### src/rtl/even_odd_window_stats.sv
// -----------------------------------------------------------------------------
// even_odd_window_stats
//
// Purpose: counts even and odd 4-bit samples over fixed windows of WIN_LEN
// accepted samples. Each window result is presented with a sequence number.
// When the build enables the flag check, the block also counts samples whose
// upstream even/odd flags disagree with each other or with the data LSB.
//
// Optional feature: define EO_STATS_CHECK_EN to build the flag-consistency
// check. Without it, err_cnt is tied to 0 and no check logic exists.
//
// Handshake: a transfer happens on a rising clk edge where valid=1 and
// ready=1 on the same interface. in_ready is 1 only in ACCUM. out_valid is 1
// only in HOLD. Result outputs do not change while out_valid=1 and
// out_ready=0.
//
// Ports:
//   clk        - clock, rising edge
//   rst        - asynchronous reset, active high
//   in_valid   - upstream sample valid
//   in_ready   - block can accept a sample (0 while rst=1 and in HOLD)
//   data[3:0]  - sample; only data[0] decides even/odd
//   even, odd  - upstream detector flags (used only by the flag check)
//   out_valid  - window result presented
//   out_ready  - downstream accepts the result
//   even_cnt   - even samples in the window (saturating)
//   odd_cnt    - odd samples in the window (saturating)
//   err_cnt    - inconsistent-flag samples in the window (saturating)
//   win_id     - window sequence number, wraps modulo 16
// -----------------------------------------------------------------------------
module even_odd_window_stats #(
    parameter int WIN_LEN = 8,
    parameter int CNT_W   = 8
) (
    input  logic             clk,
    input  logic             rst,
    input  logic             in_valid,
    output logic             in_ready,
    input  logic [3:0]       data,
    input  logic             even,
    input  logic             odd,
    output logic             out_valid,
    input  logic             out_ready,
    output logic [CNT_W-1:0] even_cnt,
    output logic [CNT_W-1:0] odd_cnt,
    output logic [CNT_W-1:0] err_cnt,
    output logic [3:0]       win_id
);

    typedef enum logic {
        ACCUM = 1'b0,
        HOLD  = 1'b1
    } state_t;

    localparam logic [7:0] LAST_IDX = 8'(WIN_LEN - 1);

    state_t           state_q, state_d;
    logic [7:0]       smp_cnt_q, smp_cnt_d;
    logic [CNT_W-1:0] even_acc_q, even_acc_d;
    logic [CNT_W-1:0] odd_acc_q, odd_acc_d;
    logic [CNT_W-1:0] even_cnt_q, even_cnt_d;
    logic [CNT_W-1:0] odd_cnt_q, odd_cnt_d;
    logic [3:0]       win_id_q, win_id_d;

    logic             accept;
    logic [CNT_W-1:0] even_next;
    logic [CNT_W-1:0] odd_next;

    // Increment that sticks at all-ones instead of wrapping.
    function automatic logic [CNT_W-1:0] sat_inc(input logic [CNT_W-1:0] v);
        return (v == {CNT_W{1'b1}}) ? v : v + CNT_W'(1);
    endfunction

    // rst gates in_ready directly so nothing is offered while reset is held;
    // state_q is already ACCUM then, so in_ready rises right after release.
    assign in_ready  = (state_q == ACCUM) && !rst;
    assign out_valid = (state_q == HOLD);
    assign accept    = in_valid && in_ready;

    // Accumulator values including the current sample.
    assign even_next = data[0] ? even_acc_q : sat_inc(even_acc_q);
    assign odd_next  = data[0] ? sat_inc(odd_acc_q) : odd_acc_q;

`ifdef EO_STATS_CHECK_EN
    logic [CNT_W-1:0] err_acc_q, err_acc_d;
    logic [CNT_W-1:0] err_cnt_q, err_cnt_d;
    logic             flag_err;
    logic [CNT_W-1:0] err_next;
    logic             unused_hi;

    // A sample is suspect if both/neither flags are set, or the odd flag
    // disagrees with the LSB. Classification itself ignores the flags.
    assign flag_err  = (even == odd) || (odd != data[0]);
    assign err_next  = flag_err ? sat_inc(err_acc_q) : err_acc_q;
    assign unused_hi = ^data[3:1];
`else
    logic unused_in;
    assign unused_in = ^{data[3:1], even, odd};
`endif

    always_comb begin
        state_d    = state_q;
        smp_cnt_d  = smp_cnt_q;
        even_acc_d = even_acc_q;
        odd_acc_d  = odd_acc_q;
        even_cnt_d = even_cnt_q;
        odd_cnt_d  = odd_cnt_q;
        win_id_d   = win_id_q;
`ifdef EO_STATS_CHECK_EN
        err_acc_d  = err_acc_q;
        err_cnt_d  = err_cnt_q;
`endif
        case (state_q)
            ACCUM: begin
                if (accept) begin
                    even_acc_d = even_next;
                    odd_acc_d  = odd_next;
`ifdef EO_STATS_CHECK_EN
                    err_acc_d  = err_next;
`endif
                    if (smp_cnt_q == LAST_IDX) begin
                        // Final sample: publish counts that include it.
                        state_d    = HOLD;
                        even_cnt_d = even_next;
                        odd_cnt_d  = odd_next;
`ifdef EO_STATS_CHECK_EN
                        err_cnt_d  = err_next;
`endif
                    end else begin
                        smp_cnt_d = smp_cnt_q + 8'd1;
                    end
                end
            end
            HOLD: begin
                if (out_ready) begin
                    state_d    = ACCUM;
                    smp_cnt_d  = '0;
                    even_acc_d = '0;
                    odd_acc_d  = '0;
`ifdef EO_STATS_CHECK_EN
                    err_acc_d  = '0;
`endif
                    win_id_d   = win_id_q + 4'd1;
                end
            end
            default: state_d = ACCUM;
        endcase
    end

    always_ff @(posedge clk or posedge rst) begin
        if (rst) begin
            state_q    <= ACCUM;
            smp_cnt_q  <= '0;
            even_acc_q <= '0;
            odd_acc_q  <= '0;
            even_cnt_q <= '0;
            odd_cnt_q  <= '0;
            win_id_q   <= '0;
`ifdef EO_STATS_CHECK_EN
            err_acc_q  <= '0;
            err_cnt_q  <= '0;
`endif
        end else begin
            state_q    <= state_d;
            smp_cnt_q  <= smp_cnt_d;
            even_acc_q <= even_acc_d;
            odd_acc_q  <= odd_acc_d;
            even_cnt_q <= even_cnt_d;
            odd_cnt_q  <= odd_cnt_d;
            win_id_q   <= win_id_d;
`ifdef EO_STATS_CHECK_EN
            err_acc_q  <= err_acc_d;
            err_cnt_q  <= err_cnt_d;
`endif
        end
    end

    assign even_cnt = even_cnt_q;
    assign odd_cnt  = odd_cnt_q;
    assign win_id   = win_id_q;
`ifdef EO_STATS_CHECK_EN
    assign err_cnt  = err_cnt_q;
`else
    assign err_cnt  = '0;
`endif

endmodule

### config.mk
export PLATFORM = sky130hd
export DESIGN_NAME = even_odd_window_stats
export DESIGN_NICKNAME = d
export VERILOG_FILES = /design/src/rtl/even_odd_window_stats.sv
export SDC_FILE = /design/constraint.sdc
export NUM_CORES = 1
export LEC_CHECK = 0
export CORE_MARGIN = 2
export CORE_UTILIZATION = 55
export CTS_BUF_LIST = sky130_fd_sc_hd__clkbuf_8
export DETAILED_ROUTE_END_ITERATION = 8
export GPL_TIMING_DRIVEN = 0
export PLACE_DENSITY_LB_ADDON = 0.12
export SYNTH_ARGS = -nofsm -noshare
export SYNTH_HDL_FRONTEND = slang
export SYNTH_SLANG_ARGS = --single-unit
### constraint.sdc
create_clock -name clk -period 2.6 [get_ports clk]
set_input_delay 0.52 -clock clk [delete_from_list [all_inputs] [get_ports clk]]
set_output_delay 0.52 -clock clk [all_outputs]
set_load 0.01 [all_outputs]
### After elaboration in Yosys (flattened, before gate mapping)

Cells that the tools add are included.

* register bits: 45
* input bits: 10
* output and inout port bits: 30
* logic and storage cells: 41

* add/subtract/negate cells: 4
* equality and inequality tests: 6
* mux-type cells: 16
* bitwise operators: 1
* reductions and logical operators: 7

Operators with widths (number)
* $mux 8: 9
* $pmux 8 s2: 3
* $add 8x1->8 const B: 3
* $eq 8x8->1 const B: 2
* $eq 8x3->1 const B: 1
* $ne 2x2->1 const B: 3
* $reduce_and 3->1: 2
* $add 4x1->4 const B: 1
* $reduce_and 2->1: 2
* $mux 1: 3
* $logic_and 1x1->1: 2
* $pmux 1 s2: 1
* $logic_not 1->1: 1
* $not 1->1: 1

### Longest topological paths before layout

* word-level depth: 5
* mapped depth: 6
* depth with buffers taken out: 5

### Least setup slack after synthesis

Ideal clock, no wire load.

* path type: register -> register
* start: register smp_cnt_q[6]
* end: register odd_cnt_q[6] (netlist: odd_cnt[6])
* setup time: 0.092 ns
* arrival: 1.831 ns
* data required time: 2.508 ns
* slack: 0.677 ns
* cell stages (with the launch flop): 5
* path buffers: 1
* clock period less this slack: 1.923 ns
* cell sequence: dfrtp_1 > or4_4 > or4_4 > buf_6 > o31ai_2

* longest elaborated chain between the ends: 2

Ends and longest elaborated chain
* from (decl): line 58 `logic [7:0] smp_cnt_q, smp_cnt_d;`
* from (signal assigned): line 165 `smp_cnt_q <= smp_cnt_d;`
* $eq 8x3->1: line 121 `if (smp_cnt_q == LAST_IDX) begin`
* $reduce_and 3->1 (no source line)
* to (signal assigned): line 169 `odd_cnt_q <= odd_cnt_d;`
* to (decl): line 62 `logic [CNT_W-1:0] odd_cnt_q, odd_cnt_d;`

Every way passes these cells.
A chain may end at the register's enable or synchronous reset.

### Worst setup path after layout

* start: input port rst
* end: register even_cnt_q[5] (netlist: even_cnt[5])

* longest elaborated chain between the ends: 4

Ends and longest elaborated chain
* from (decl): line 36 `input logic rst,`
* $logic_not 1->1 (no source line)
* $logic_and 1x1->1: line 76 `assign in_ready = (state_q == ACCUM) && !rst;`
* $logic_and 1x1->1: line 78 `assign accept = in_valid && in_ready;`
* $reduce_and 3->1 (no source line)
* to (signal assigned): line 168 `even_cnt_q <= even_cnt_d;`
* to (decl): line 61 `logic [CNT_W-1:0] even_cnt_q, even_cnt_d;`

Every way passes these cells.

==> flow_summary_export.csv <==
group,metric,value,unit
route,wl_per_cell,13.93,µm
logic_synthesis,ys_ff_latch,45,
cts,cts.sinks,45,
cts,post-cts-setup-buffer-count,0,
logic_synthesis,ys_warn_count,0,
final_layout,diodes,0,
pwr,power_frac_seq,48.9,%
pwr,intPower,1.340,mW
place,place_congestion,0.8785,
grt,grt.total_usage,20.60,%
sta,worstMarginPinSlew,0.5850,ns
setup_path,worstPathArrival,2.51,ns
pwr,p_per_area,705.0,nW/µm²
cts,numCtsBuffers,5,
sta,rsz0062_at_grt,"no",
route,final_antenna_net_count,0,
route,via_per_inst,5.633,
run_status,status,"finished clean",
setup_path,end_kind,"flip-flop",
sta,setup_viol,0,
floorplanning,die_area,4874,µm²
place,post-dp-hpwl,3456,µm
place,dp_cells,335,
logic_synthesis,async_flop_share,100.0,%
sta,skew,0.003789,ns
pwr,p_comb_share,31.1,%
cts,cts_root_buf,"clkbuf_8",
logic_synthesis,yosysUniqueCellTypes,48,
grt,grt_pass1_vias,1706,
floorplanning,initial_core_util,58.30,%
pwr,fin_total_pwr,2.002,mW
route,vias,1932,
grt,grt_max_degree,25,
setup_path,worst_setup_path_start_kind,"primary input",
flow_run,maxCapViolCount,0,
place,io_buffers,26,
pwr,power_leakage,1.270,nW
logic_synthesis,seq_area_frac_synth,47.27,%
final_layout,area_growth,19.17,%
sta,fin_crit,2.285,ns
sta,finalHoldViolCount,0,
route,dr.pass1.iters,4,
floorplanning,fp.dieH,69.82,µm
hold_path,hp-class,"flip-flop to flip-flop",
sta,setup_tns,0,ns
cts,cts_tree,"done",
cts,clkTransAtPathRegs,0.08,ns
final_layout,final_common_cell,"dfrtp_1",
grt,grt_overflow_total,0,
sta,fmaxAchievable,437.6,MHz
grt,antenna_found_initial,0,
final_layout,multi_input_area,1126,µm²
cts,cts_buffer_depth,2,
grt,grt_pass1_wl,8107,µm
floorplanning,die_width,69.82,µm
setup_path,crit_type,"primary input to flip-flop",
final_layout,layout.cells.most_common_list,"dfrtp_1 (45), clkdlybuf4s50_1 (26), nand2_1 (24)",
floorplanning,core,4086,µm²
logic_synthesis,synth_area_per_cell,9.491,µm²
logic_synthesis,synth-edff-count,0,
pwr,p_clk_share,20.0,%
final_layout,stdcell_area,2839,µm²
route,drc,0,
cts,post_cts_resize_count,0,
setup_path,cp_data_required_time,2.82,ns
route,wirelength,4778,µm
route,first_iter_violations,158,
floorplanning,ios,40,
final_layout,layout.nets,306,
sta,finalMaxSlewViolations,0,
final_layout,fillerInstances,327,
cts,cts_htree_levels,2,
final_layout,drive_gt1_share,8.191,%
pwr,vdd_ir_drop_max,0.0004750,V
place,placed_area,2759,µm²
sta,finalCritPeriodShare,87.90,%
logic_synthesis,yosys_most_used_dff,"dfrtp_1",
setup_path,crit_fanout,10,
cts,insertion_delay,0.29,ns
pwr,p_sw_share,33.04,%
cts,hold_buffers,0,
final_layout,final_cells,343,
floorplanning,rows,23,
pwr,p_sw,0.6614,mW
logic_synthesis,netlist_area,2382,µm²
logic_synthesis,synthCells,251,
final_layout,regArea,1126,µm²
sta,relSlewSlack,60.64,%
## power groups by stage
| stage | clock (mW) | combinational (mW) | sequential [mW] |
|---|---|---|---|
| final | 0.400 | 0.623 | 0.979 |
| after detailed placement | 0 | 0.617 | 0.991 |
| after global routing | 0.443 | 0.688 | 1.00 |
| after floorplan | 0 | 0.347 | 1.01 |
| after CTS | 0.412 | 0.623 | 0.978 |
| after global placement | 0 | 0.602 | 0.987 |
## metrics by stage
| step | util [%] | hold WS (ns) | worst slack [ns] |
|---|---|---|---|
| after detailed placement | 67.51 | 0.4692 | 0.02132 |
| final | 69.47 | 0.4789 | 0.3146 |
| after CTS | 69.47 | 0.4835 | 0.3150 |
| after global placement | 66.84 | 0.4599 | 0.02995 |
| after floorplan | - | 0.4876 | 0.6767 |
| after global routing | 69.47 | 0.5014 | 0.1312 |
## final cells by class
cell class | count | area share, %
Timing Repair Buffer | 27 | 10.14
Buffer | 23 | 4.451
Sequential cell | 45 | 39.67
Tap cell | 50 | 2.204
Clock inverter | 3 | 0.3967
Multi-Input combinational cell | 182 | 39.67
Inverter | 8 | 1.058
Clock buffer | 5 | 2.424
## cell usage after synthesis (5+ instances only)
master | count | area (µm²)
a21oi_1 | 13 | 65.06
a31oi_1 | 5 | 31.28
buf_4 | 8 | 60.06
clkbuf_1 | 12 | 45.04
dfrtp_1 | 45 | 1126
inv_1 | 8 | 30.03
mux2i_1 | 7 | 70.07
nand2_1 | 24 | 90.09
nand3_1 | 17 | 85.08
nand4_1 | 5 | 31.28
nor2_1 | 19 | 71.32
nor3_1 | 7 | 35.03
o21ai_0 | 16 | 80.08
xnor2_1 | 8 | 70.07
## state kept, by name, indices dropped and copies added, names as in the netlist
| register | flops |
|---|---|
| even_acc_q | 8 |
| even_cnt | 8 |
| odd_acc_q | 8 |
| odd_cnt | 8 |
| out_valid | 1 |
| smp_cnt_q | 8 |
| win_id | 4 |
## cells by family after synthesis
group	count (synthesis)	synth area share (%)
fa+ha+maj	4	2.101
compound gates	61	17.38
mux	7	2.941
simple gates	91	19.54
xor+xnor	11	4.044
buf+inv	31	6.565
other cells	1	0.1574
flops	45	47.27
## routing by layer
layer | GRT usage [%] | up-vias | part of all wire [%]
li1 | - | 971 | -
met1 | 29.03 | 894 | 49
met2 | 32.28 | 57 | 45
met3 | 3.488 | 10 | 5.1
met4 | 7.051 | 0 | 1.5
met5 | 0 | - | 0
## path summary, 6_finish.rpt
| check | slack (ns) | cells past startpoint | startpoint | to |
|---|---|---|---|---|
| min reg2reg | 0.48 | 2 | even_cnt[4]$_DFFE_PP0P_ | even_cnt[4]$_DFFE_PP0P_ |
| min | 0.48 | 2 | even_cnt[4]$_DFFE_PP0P_ | even_cnt[4]$_DFFE_PP0P_ |
| max reg2reg | 0.50 | 5 | smp_cnt_q[6]$_DFFE_PP0P_ | even_cnt[5]$_DFFE_PP0P_ |
| max | 0.31 | 7 | rst | even_cnt[5]$_DFFE_PP0P_ |
| min in group asynchronous | 0.65 | 2 | rst | even_cnt[0]$_DFFE_PP0P_ |
| max in group asynchronous | 1.46 | 3 | rst | odd_cnt[5]$_DFFE_PP0P_ |
## critical path, cell delays in order
cell             delay (ns)
clkdlybuf4s50_1        0.47
or3b_1                 0.36
clkbuf_1               0.16
nor4_1                 0.53
buf_2                  0.31
nor2_1                 0.05
a21oi_1                0.11
Note: power is estimated with default switching activity, not from simulation.
